### config.mk
export PLATFORM = sky130hd
export DESIGN_NAME = uart_led_ctrl
export DESIGN_NICKNAME = d
export VERILOG_FILES = /design/src/rtl/uart_led_pkg.sv /design/src/rtl/led_channel.sv /design/src/rtl/uart_led_ctrl.sv
export SDC_FILE = /design/constraint.sdc
export NUM_CORES = 1
export LEC_CHECK = 0
export ABC_AREA = 1
export CAP_MARGIN = 20
export CORE_AREA = 2 2 119 145
export CTS_BUF_LIST = sky130_fd_sc_hd__clkbuf_4 sky130_fd_sc_hd__clkbuf_8 sky130_fd_sc_hd__clkbuf_16
export CTS_CLUSTER_DIAMETER = 100
export DETAILED_ROUTE_END_ITERATION = 8
export DIE_AREA = 0 0 121 147
export HOLD_SLACK_MARGIN = 0.06
export PLACE_DENSITY = 0.75
export SLEW_MARGIN = 20
export SYNTH_ARGS = -nofsm -noshare
export SYNTH_HDL_FRONTEND = slang
export SYNTH_HIERARCHICAL = 1
export SYNTH_SLANG_ARGS = --single-unit
export TNS_END_PERCENT = 5
### constraint.sdc
create_clock -name clk_50m -period 2.1 [get_ports clk_50m]
set_input_delay 0.63 -clock clk_50m [delete_from_list [all_inputs] [get_ports clk_50m]]
set_output_delay 0.63 -clock clk_50m [all_outputs]
set_load 0.005 [all_outputs]
### src/rtl/uart_led_pkg.sv
// Shared opcodes, state encodings and helpers for the UART LED controller.
package uart_led_pkg;

  localparam logic [3:0] OP_TOGGLE = 4'h0;
  localparam logic [3:0] OP_ON     = 4'h1;
  localparam logic [3:0] OP_OFF    = 4'h2;
  localparam logic [3:0] OP_BLINK  = 4'h3;
  localparam logic [3:0] OP_QUERY  = 4'h4;

  typedef enum logic [1:0] {IDLE, WAIT_ARG, EXEC} state_e;
  typedef enum logic {STEADY, BLINK} mode_e;

  // A blink half-period of 0 ticks is meaningless; run it as 1.
  function automatic logic [7:0] fix_period(input logic [7:0] a);
    return (a == 8'd0) ? 8'd1 : a;
  endfunction

endpackage

### src/rtl/led_channel.sv
// One LED channel: steady or blinking level with its own period counter.
module led_channel
  import uart_led_pkg::*;
(
  input  logic       clk_i,
  input  logic       reset_i,
  input  logic       tick_i,
  input  logic       cmd_vld_i,
  input  logic [3:0] op_i,
  input  logic [7:0] arg_i,
  output logic       led_o
);

  mode_e      mode_q;
  logic       lvl_q;
  logic [7:0] per_q;
  logic [7:0] cnt_q;

  // A command beats a same-cycle tick and always restarts the period count.
  always_ff @(posedge clk_i) begin
    if (reset_i) begin
      mode_q <= STEADY;
      lvl_q  <= 1'b0;
      per_q  <= 8'd1;
      cnt_q  <= 8'd0;
    end else if (cmd_vld_i) begin
      cnt_q <= 8'd0;
      case (op_i)
        OP_TOGGLE: begin mode_q <= STEADY; lvl_q <= ~lvl_q; end
        OP_ON:     begin mode_q <= STEADY; lvl_q <= 1'b1;   end
        OP_OFF:    begin mode_q <= STEADY; lvl_q <= 1'b0;   end
        OP_BLINK: begin
          mode_q <= BLINK;
          lvl_q  <= 1'b1;
          per_q  <= fix_period(arg_i);
        end
        default: ;
      endcase
    end else if (tick_i && mode_q == BLINK) begin
      if (cnt_q == per_q - 8'd1) begin
        lvl_q <= ~lvl_q;
        cnt_q <= 8'd0;
      end else begin
        cnt_q <= cnt_q + 8'd1;
      end
    end
  end

  assign led_o = lvl_q;

endmodule

### src/rtl/uart_led_ctrl.sv
// UART command decoder: byte edge detect, blink tick divider, command FSM,
// LED channel array and a single-entry status response to the TX path.
module uart_led_ctrl
  import uart_led_pkg::*;
#(
  parameter int LED_NUM     = 6,
  parameter int TICK_DIV    = 5_000_000,
  parameter int ARG_TIMEOUT = 10
) (
  input  logic               clk_50m,
  input  logic               reset,
  input  logic [7:0]         uart_rx_data,
  input  logic               uart_rx_done,
  input  logic               uart_tx_busy,
  output logic [7:0]         uart_tx_data,
  output logic               uart_tx_enable,
  output logic [LED_NUM-1:0] led
);

  localparam int         TW     = $clog2(TICK_DIV);
  localparam int         TOW    = $clog2(ARG_TIMEOUT + 1);
  localparam logic [3:0] CH_LIM = 4'(LED_NUM);

  logic           rx_d_q;
  logic           byte_vld;
  logic [TW-1:0]  tick_q, tick_d;
  logic           tick;
  state_e         state_q;
  logic [3:0]     op_q, ch_q;
  logic [7:0]     arg_q;
  logic [TOW-1:0] to_q;
  logic           pend_q;
  logic           tx_en;
  logic           cmd_vld;
  logic           qry_exec;

  assign byte_vld = uart_rx_done & ~rx_d_q;
  assign tick     = (tick_q == TW'(TICK_DIV - 1));
  assign tick_d   = tick ? '0 : tick_q + TW'(1);

  // Edge register resets high so a level held through reset is not a byte.
  always_ff @(posedge clk_50m) begin
    if (reset) begin
      rx_d_q <= 1'b1;
      tick_q <= '0;
    end else begin
      rx_d_q <= uart_rx_done;
      tick_q <= tick_d;
    end
  end

  // Command FSM: collect opcode (and blink argument), then one EXEC cycle.
  always_ff @(posedge clk_50m) begin
    if (reset) begin
      state_q <= IDLE;
      op_q    <= 4'h0;
      ch_q    <= 4'h0;
      arg_q   <= 8'h00;
      to_q    <= '0;
    end else begin
      case (state_q)
        IDLE: begin
          if (byte_vld) begin
            op_q  <= uart_rx_data[7:4];
            ch_q  <= uart_rx_data[3:0];
            arg_q <= 8'h00;
            to_q  <= '0;
            if (uart_rx_data[7:4] == OP_BLINK && uart_rx_data[3:0] < CH_LIM)
              state_q <= WAIT_ARG;
            else
              state_q <= EXEC;
          end
        end
        WAIT_ARG: begin
          if (byte_vld) begin
            arg_q   <= uart_rx_data;
            state_q <= EXEC;
          end else if (tick) begin
            if (to_q == TOW'(ARG_TIMEOUT - 1)) state_q <= IDLE;
            else                               to_q    <= to_q + TOW'(1);
          end
        end
        EXEC:    state_q <= IDLE;
        default: state_q <= IDLE;
      endcase
    end
  end

  assign cmd_vld  = (state_q == EXEC) && (ch_q < CH_LIM) && (op_q <= OP_BLINK);
  assign qry_exec = (state_q == EXEC) && (op_q == OP_QUERY);

  // One outstanding response; a query landing on the send cycle is absorbed.
  always_ff @(posedge clk_50m) begin
    if (reset)         pend_q <= 1'b0;
    else if (tx_en)    pend_q <= 1'b0;
    else if (qry_exec) pend_q <= 1'b1;
  end

  assign tx_en          = pend_q & ~uart_tx_busy;
  assign uart_tx_enable = tx_en;
  assign uart_tx_data   = tx_en ? 8'(led) : 8'h00;

  for (genvar i = 0; i < LED_NUM; i++) begin : g_ch
    led_channel u_ch (
      .clk_i     (clk_50m),
      .reset_i   (reset),
      .tick_i    (tick),
      .cmd_vld_i (cmd_vld && (ch_q == 4'(i))),
      .op_i      (op_q),
      .arg_i     (arg_q),
      .led_o     (led[i])
    );
  end

endmodule

==> summary.md, run 1 <==
| Metric | Value |
|---|---|
| Reported net switching power | `1500 uW` |
| H-tree lvl count | `4` |
| Number of pins exceeding their max-slew limit in the final report | `0` |
| Fraction of power consumed by the clock network | `48.4%` |
| Remaining global-route overflow | `0` |
| Ys flop type | `sky130_fd_sc_hd__dfxtp_1` |
| Cell area after technology mapping | `9030 um^2` |
| Worst reg2reg path endpoint | `g_ch[4].u_ch/cnt_q[7]` |
| Final count of negative-setup-slack endpoints | `0` |
| Compound-cell area share of the yosys netlist | `11.0%` |
| Final-stage net count | `1485` |
| CP top delay family | `buffers and inverters` |
| Critical Path Fanout Max | `5` |
| Maximum cell stage delay along the critical path | `550 ps` |
| Top-Level Pins | `27` |
| Overall routed net length | `roughly 21000 um` |
| Number of flops mapped to enable cells by yosys | `0` |
| Cell variety after synth | `40` |
| Hold path startpoint | `g_ch[2].u_ch/mode_q` |
| WL/cell | `approximately 13 um` |
| Worst-skew pair later-pin latency | `430 ps` |
| Average instance area after synthesis | `6.62 um^2` |
| Top cell type by total area after synthesis | `sky130_fd_sc_hd__dfxtp_1` |
| I/O Buffers | `24` |
| Total die area | `17800 um^2` |
| Crit path launch type | `flip-flop` |
| Buffers & Inverters on Critical Path | `1` |
| Arithmetic-cell share of the synthesized area counting full adders, half adders and majority gates | `2.08%` |
| Filler Cells Inserted | `1476` |
| Asr flop ratio synth | `0%` |
| Slew of the pin with the lowest slew margin | `680 ps` |
| Post-detailed-route DRC marker count | `0` |
| Setup slack of the critical path after layout | `27.3 ps` |
| Critical setup path kind | `reg2out` |
| CTS tree | `built` |
| Starting DRT DRC Count | `505` |
| Largest net degree at the start of global routing | `24` |
| First-pass GRT wire length | `35600 um` |
| PwrDens | `594 nW/um^2` |
| Arrival @ worst endpoint | `roughly 1400 ps` |
| Leading post-synthesis cells by cell area | `sky130_fd_sc_hd__dfxtp_1 (34%), sky130_fd_sc_hd__nand2_1 (12%), sky130_fd_sc_hd__nor2_1 (7.7%), sky130_fd_sc_hd__inv_1 (6.7%), sky130_fd_sc_hd__nand3_1 (6.6%)` |
| Maximum VDD drop | `a little under 0.5 mV` |
| Total negative slack for setup checks | `0 ps` |
| Gpl congestion | `0.893` |
| Initial antenna violation count | `0` |
| Worst-case hold path end point | `g_ch[2].u_ch/mode_q` |
| Detailed-routing iteration count for the pre-antenna-repair pass | `5` |
| Setup repair after global routing missed its margin | `yes` |
| Row Count | `between 50 and 60` |
| Type of element capturing the critical path | `primary output` |
| Post-Route Utilization | `65.8%` |
| Syn. warnings | `6` |
| Signed area change from the synthesized netlist to the final layout | `19.9%` |
| Vias in the first global route | `8188` |
| Shortest period the worst path allows | `~2100 ps` |
| All-layer global routing usage | `24.5%` |
| Vias post-DR | `8801` |
| Power share of the sequential group | `46.7%` |
| Mux share of post-synthesis cell area | `0%` |
| Initial standard-cell utilization of the core | `a little over half` |
| Clock-pin slew on the worst setup and hold paths | `about 60 ps` |
| Share of the synthesized netlist area taken by xor and xnor gates | `6.01%` |
| Synth top area share | `34.3%` |
| Net switching fraction of the power | `a little under a quarter` |
| Max-capacitance violation count | `0` |
| Setup slack after placement | `-526 ps` |
| Path depth of the worst reg2reg path | `15` |
| Worst clock skew on the final layout | `8.88 ps` |
| ANT cells | `0` |
| Via density per instance | `between 5 and 6` |
| Overall power | `6430 uW` |
| Vertical extent of the die | `147 um` |
| Cell count after synthesis | `1364` |
| Slowest-stage cell, CP | `sky130_fd_sc_hd__clkdlybuf4s50_1` |
| Flip-flop and latch count after synthesis | `155` |
| Crit Reg-Reg Startpoint | `tick_q[1]` |
| Critical Path RT | `1470 ps` |
| Depth of the worst hold-timing path | `2` |
| Leak pwr | `between 0.004 and 0.005 uW` |
| Root buffer cell | `sky130_fd_sc_hd__clkbuf_16` |
| Sequential area share after synthesis | `34.3%` |
| Width of the chip | `121 um` |
| Share of cells above drive strength 1 | `about a fifth` |
| Final hold viol count | `0` |
| Outcome | `finished clean` |
| Setup slack of the worst register-to-register path | `around 40 ps` |
| Final Cycle Share | `98.7%` |
| Share of power burned in combinational logic | `4.9%` |
| Pint | `4930 uW` |
| Max transition margin | `a little over half` |
| Count of hold buffers inserted by post-cts repair | `0` |
| Simple-gate share of the synthesized area | `37.6%` |
| Number of buffers added by the clock tree synthesis step | `17` |
| Count of clock tree sinks | `155` |
| Ordered list of cells on the worst path | `clkdlybuf4s50_1` |
| Largest family of logic cells by synthesized area | `simple AND/OR/NAND/NOR gates` |
| Floorplan core area | `16500 um^2` |
| Placed wire-length estimate after detailed placement | `around 15000 um` |
| Post-DRT Antenna Nets | `0` |
| Min-delay worst type | `reg2reg` |
| Max frequency | `482 MHz` |
| Number of buffers on the longest clock path | `2` |
[cell usage in the layout (no fill, tap or decap), types with 7 or more instances in the layout]
cell and instances:
sky130_fd_sc_hd__ha_1 14, sky130_fd_sc_hd__nand3b_1 14, sky130_fd_sc_hd__dfxtp_1 153, sky130_fd_sc_hd__o21ai_1 9
sky130_fd_sc_hd__buf_2 7, sky130_fd_sc_hd__nor3_2 10, sky130_fd_sc_hd__inv_2 46, sky130_fd_sc_hd__clkbuf_16 17
sky130_fd_sc_hd__nor2_1 162, sky130_fd_sc_hd__nor2_4 15, sky130_fd_sc_hd__nand3_1 110, sky130_fd_sc_hd__inv_1 151
sky130_fd_sc_hd__o21ai_0 63, sky130_fd_sc_hd__buf_4 56, sky130_fd_sc_hd__xor2_1 40, sky130_fd_sc_hd__nand2_1 291
sky130_fd_sc_hd__nand2_2 21, sky130_fd_sc_hd__clkdlybuf4s50_1 16, sky130_fd_sc_hd__a21oi_1 73, sky130_fd_sc_hd__xnor2_1 22
sky130_fd_sc_hd__a21oi_2 7, sky130_fd_sc_hd__nor2_2 36, sky130_fd_sc_hd__nand3_2 21, sky130_fd_sc_hd__nand4_1 17
sky130_fd_sc_hd__nor3_1 15
[worst max-delay path by stage]
stage | slack, ps | cells past startpoint | startpoint | endpoint
2_1_floorplan | 20 | 14 | tick_q[0] | g_ch[0].u_ch/cnt_q[7]
3_3_place_gp | -520 | 6 | uart_tx_busy | uart_tx_data[1]
3_5_place_dp | -530 | 6 | uart_tx_busy | uart_tx_data[3]
4_1_cts | 3 | 15 | tick_q[1] | g_ch[5].u_ch/cnt_q[7]
5_1_grt | -100 | 14 | tick_q[11] | g_ch[4].u_ch/cnt_q[7]
6_report | 30 | 1 | g_ch[0].u_ch/led_o | led[0]
[layer usage]
metal	vias to the layer above	part of all wire [%]	track usage [%]
met1	4032	43	28.0
met5	-	0	0
met4	0	2.8	10.3
li1	4544	-	-
met2	177	50	44.4
met3	48	4.0	4.11
[cell families after synthesis]
kind of cell / count (synthesis)
fa+ha+maj: 15
flops: 155
xor+xnor: 62
other cells: 1
compound gates: 179
simple gates: 740
buf+inv: 212
[final cells by class]
cell class              count  area [um^2]  share of cell area, %
clock buffers              20          460                   4.25
clock inverters            12          139                   1.28
inverters                 199          752                   6.94
multi-input cells         998         5370                   49.6
flip-flops and latches    155         3110                   28.7
well taps                 216          270                   2.50
repair buffers             87          729                   6.74
[what timing repair did]
item / 4_1_cts / 5_1_grt
gates resized for setup: 40 / 70
hold endpoints to repair: 0 / 0
pin swaps: 2 / 16
endpoints found under the setup margin: 21 / 90
buffers inserted: 2 / 5
[cell usage after synthesis, drive strengths merged, types with 14 or more instances]
cell / instances
inv: 199
nor2: 213
a21oi: 80
dfxtp: 155
o21ai: 72
nor3: 26
nand4: 17
xor2: 40
nand2: 318
nand3b: 14
ha: 15
nand3: 133
xnor2: 22
[state kept, by name, indices dropped and copies added (netlist names)]
signal,flops
to_q,4
g_ch.u_ch/led_o,6
g_ch.u_ch/mode_q,6
op_q,4
tick_q,23
rx_d_q,1
ch_q,4
g_ch.u_ch/per_q,48
state_q,2
arg_q,8
g_ch.u_ch/cnt_q,48
pend_q,1
[through the flow]
stage,cell area (um^2),instances,hold slack [ps]
finish,10800,1687,480
global route,10800,1687,493
global placement,9950,1648,453
floorplan,9040,1365,418
CTS,10600,1682,468
detailed placement,9950,1648,459
[power groups by stage]
stage	clock (uW)	combinational, uW	sequential (uW)
floorplan	0	194	3060
global placement	0	301	3060
detailed placement	0	307	3060
CTS	3150	309	3000
global route	3280	362	3000
finish	3110	318	3000
No activity file was read; power rests on OpenSTA's default activity.
==> run 2, diff against run 1 <==
- HOLD_SLACK_MARGIN: 0.06 -> 0.05
- clock period: 2.1 -> 1.7 ns (I/O delays scaled with it)
==> run 2 against run 1 <==
Effect of this change:
- the flow now finishes with violations (negative setup slack)
- via count grew 5.6%
- sequential share of layout area shrank 2.4 points
- hold slack gained 15 ps
- critical path depth grew 11
==> summary.md, run 2 (synthesis gave the netlist of run 1 again) <==
| Metric | Value |
|---|---|
| Total negative slack for setup checks | `-3270 ps` |
| Filler Cells Inserted | `1293` |
| Width of the chip | `approximately 120 um` |
| Largest net degree at the start of global routing | `17` |
| Row Count | `52` |
| Remaining global-route overflow | `0` |
| Detailed-routing iteration count for the pre-antenna-repair pass | `5` |
| Critical Path RT | `between 2000 and 2500 ps` |
| Final Cycle Share | `112%` |
| H-tree lvl count | `4` |
| Worst-skew pair later-pin latency | `430 ps` |
| Crit path from | `tick_q[7]` |
| Crit path launch type | `flip-flop` |
| Commonest non-fill, non-tap cell in the layout | `sky130_fd_sc_hd__nand2_1` |
| Root buffer cell | `sky130_fd_sc_hd__clkbuf_16` |
| Post-DRT Antenna Nets | `0` |
| Clock-pin slew on the worst setup and hold paths | `around 60 ps` |
| Outcome | `finished, violations left` |
| Share of cells above drive strength 1 | `roughly 28%` |
| Critical Path Fanout Max | `6` |
| Overall routed net length | `22900 um` |
| Final-stage net count | `1587` |
| Top-Level Pins | `27` |
| PwrDens | `692 nW/um^2` |
| Setup slack of the critical path after layout | `-212 ps` |
| Signed area change from the synthesized netlist to the final layout | `31.9%` |
| First-pass GRT wire length | `38100 um` |
| Final hold viol count | `0` |
| Path depth of the worst reg2reg path | `12` |
| Count of clock tree sinks | `155` |
| ANT cells | `0` |
| Post-Route Utilization | `72.4%` |
| Initial antenna violation count | `0` |
| Vias post-DR | `about 9.3k` |
| Arrival @ worst endpoint | `approximately 2300 ps` |
| Leading cell types in the layout, fill and taps excluded | `sky130_fd_sc_hd__nand2_1 (288), sky130_fd_sc_hd__buf_4 (157), sky130_fd_sc_hd__nor2_1 (146)` |
| Max transition margin | `58.2%` |
| CTS tree | `built` |
| Number of buffers added by the clock tree synthesis step | `17` |
| Vertical extent of the die | `between 100 and 150 um` |
| Min-delay worst type | `reg2reg` |
| Number of cells in the design after placement | `1750` |
| Starting DRT DRC Count | `532` |
| All-layer global routing usage | `26.0%` |
| Number of pins exceeding their max-slew limit in the final report | `0` |
| Violated checks | `negative setup slack` |
| Leak pwr | `0.00550 uW` |
| Gpl congestion | `roughly 0.87` |
| Worst reg2reg path endpoint | `g_ch[1].u_ch/cnt_q[7]` |
| Setup repair after global routing missed its margin | `yes` |
| Maximum VDD drop | `~0.61 mV` |
| Floorplan core area | `between 15000 and 20000 um^2` |
| Minimum hold slack | `495 ps` |
| Post-detailed-route DRC marker count | `0` |
| Number of standard cells in the final layout excluding fillers | `1787` |
| Critical Path End | `g_ch[1].u_ch/cnt_q[7]` |
| Final count of negative-setup-slack endpoints | `49` |
| Initial standard-cell utilization of the core | `54.9%` |
| Via density per instance | `5.20` |
| Critical setup path kind | `reg2reg` |
| Placed wire-length estimate after detailed placement | `16500 um` |
| Worst clock skew on the final layout | `~6.3 ps` |
| Type of element capturing the critical path | `flip-flop` |
| Shortest period the worst path allows | `about 1900 ps` |
| Number of buffers on the longest clock path | `2` |
| Slew of the pin with the lowest slew margin | `627 ps` |
| Registers with the highest flip-flop counts | `g_ch.u_ch/cnt_q x48, g_ch.u_ch/per_q x48, tick_q x23` |
| I/O Buffers | `24` |
| WL/cell | `12.8 um` |
| Setup slack of the worst register-to-register path | `-210 ps` |
| Vias in the first global route | `8751` |
| Count of hold buffers inserted by post-cts repair | `0` |
| Max-capacitance violation count | `0` |
| Crit Reg-Reg Startpoint | `tick_q[7]` |
| Total die area | `17800 um^2` |
| Max frequency | `523 MHz` |
run 2: changes by cell type in the layout (fill, tap and decap cells not counted), sizes merged, moves of 3 or more:
cell,change
dlygate4sd2,+6
clkbuf,+3
clkinvlp,-3
buf,+101
inv,-4
clkdlybuf4s50,-6
run 2: stage by stage:
stage	power, uW	cell area (um^2)	setup slack, ps
finish	8240	11900	-212
global route	8510	11900	-327
CTS	8270	11700	-223
detailed placement	4240	10900	-724
global placement	4230	10900	-732
floorplan	4030	9220	-173
run 2: worst min path at each step:
stage                             to  slack [ps]  cells past startpoint                   from
6_report       g_ch[2].u_ch/per_q[1]         490                      2  g_ch[2].u_ch/per_q[1]
5_1_grt          g_ch[4].u_ch/mode_q         510                      2    g_ch[4].u_ch/mode_q
4_1_cts        g_ch[2].u_ch/per_q[1]         500                      2  g_ch[2].u_ch/per_q[1]
3_5_place_dp   g_ch[2].u_ch/per_q[1]         480                      2  g_ch[2].u_ch/per_q[1]
3_3_place_gp   g_ch[4].u_ch/per_q[1]         480                      2  g_ch[4].u_ch/per_q[1]
2_1_floorplan              tick_q[0]         420                      1              tick_q[0]
run 2: layer usage:
metal	vias up	GRT usage, %	wire [um]
met4	0	8.26	473
met2	193	47.1	11600
li1	4758	-	-
met1	4305	31.3	9830
met3	38	3.88	984
met5	-	0	0
run 2: critical path: stages (launching register included):
cell,delay (ps)
sky130_fd_sc_hd__dfxtp_2,340
sky130_fd_sc_hd__nor2_4,120
sky130_fd_sc_hd__nand3_2,110
sky130_fd_sc_hd__nor3_4,260
sky130_fd_sc_hd__nand2_4,120
sky130_fd_sc_hd__clkinv_8,140
sky130_fd_sc_hd__nand2_8,70
sky130_fd_sc_hd__nor2_4,110
sky130_fd_sc_hd__nand3_2,80
sky130_fd_sc_hd__nor2_2,130
sky130_fd_sc_hd__nand2_1,70
sky130_fd_sc_hd__xor2_1,150
sky130_fd_sc_hd__nor2_1,130
run 2: power by group:
part           internal (uW)  switching, uW  total [uW]  leakage, uW
clock                   2560           1490        4050     0.000306
combinational            210            281         491      0.00394
sequential              3670           37.6        3700      0.00126
run 2: final cells by class:
type	instances	area (um^2)	area share, %
clock buffer	22	475	3.99
clock inverter	8	143	1.20
inverter	199	769	6.46
multi-input combinational	998	5650	47.4
sequential	155	3130	26.3
tap	216	270	2.27
timing repair buffer	189	1480	12.4
run 2: repair_timing:
action	4_1_cts	5_1_grt
gates cloned	0	0
resized for setup	117	70
pin swaps	28	21
endpoints found under the setup margin	121	107
buffers inserted	3	4
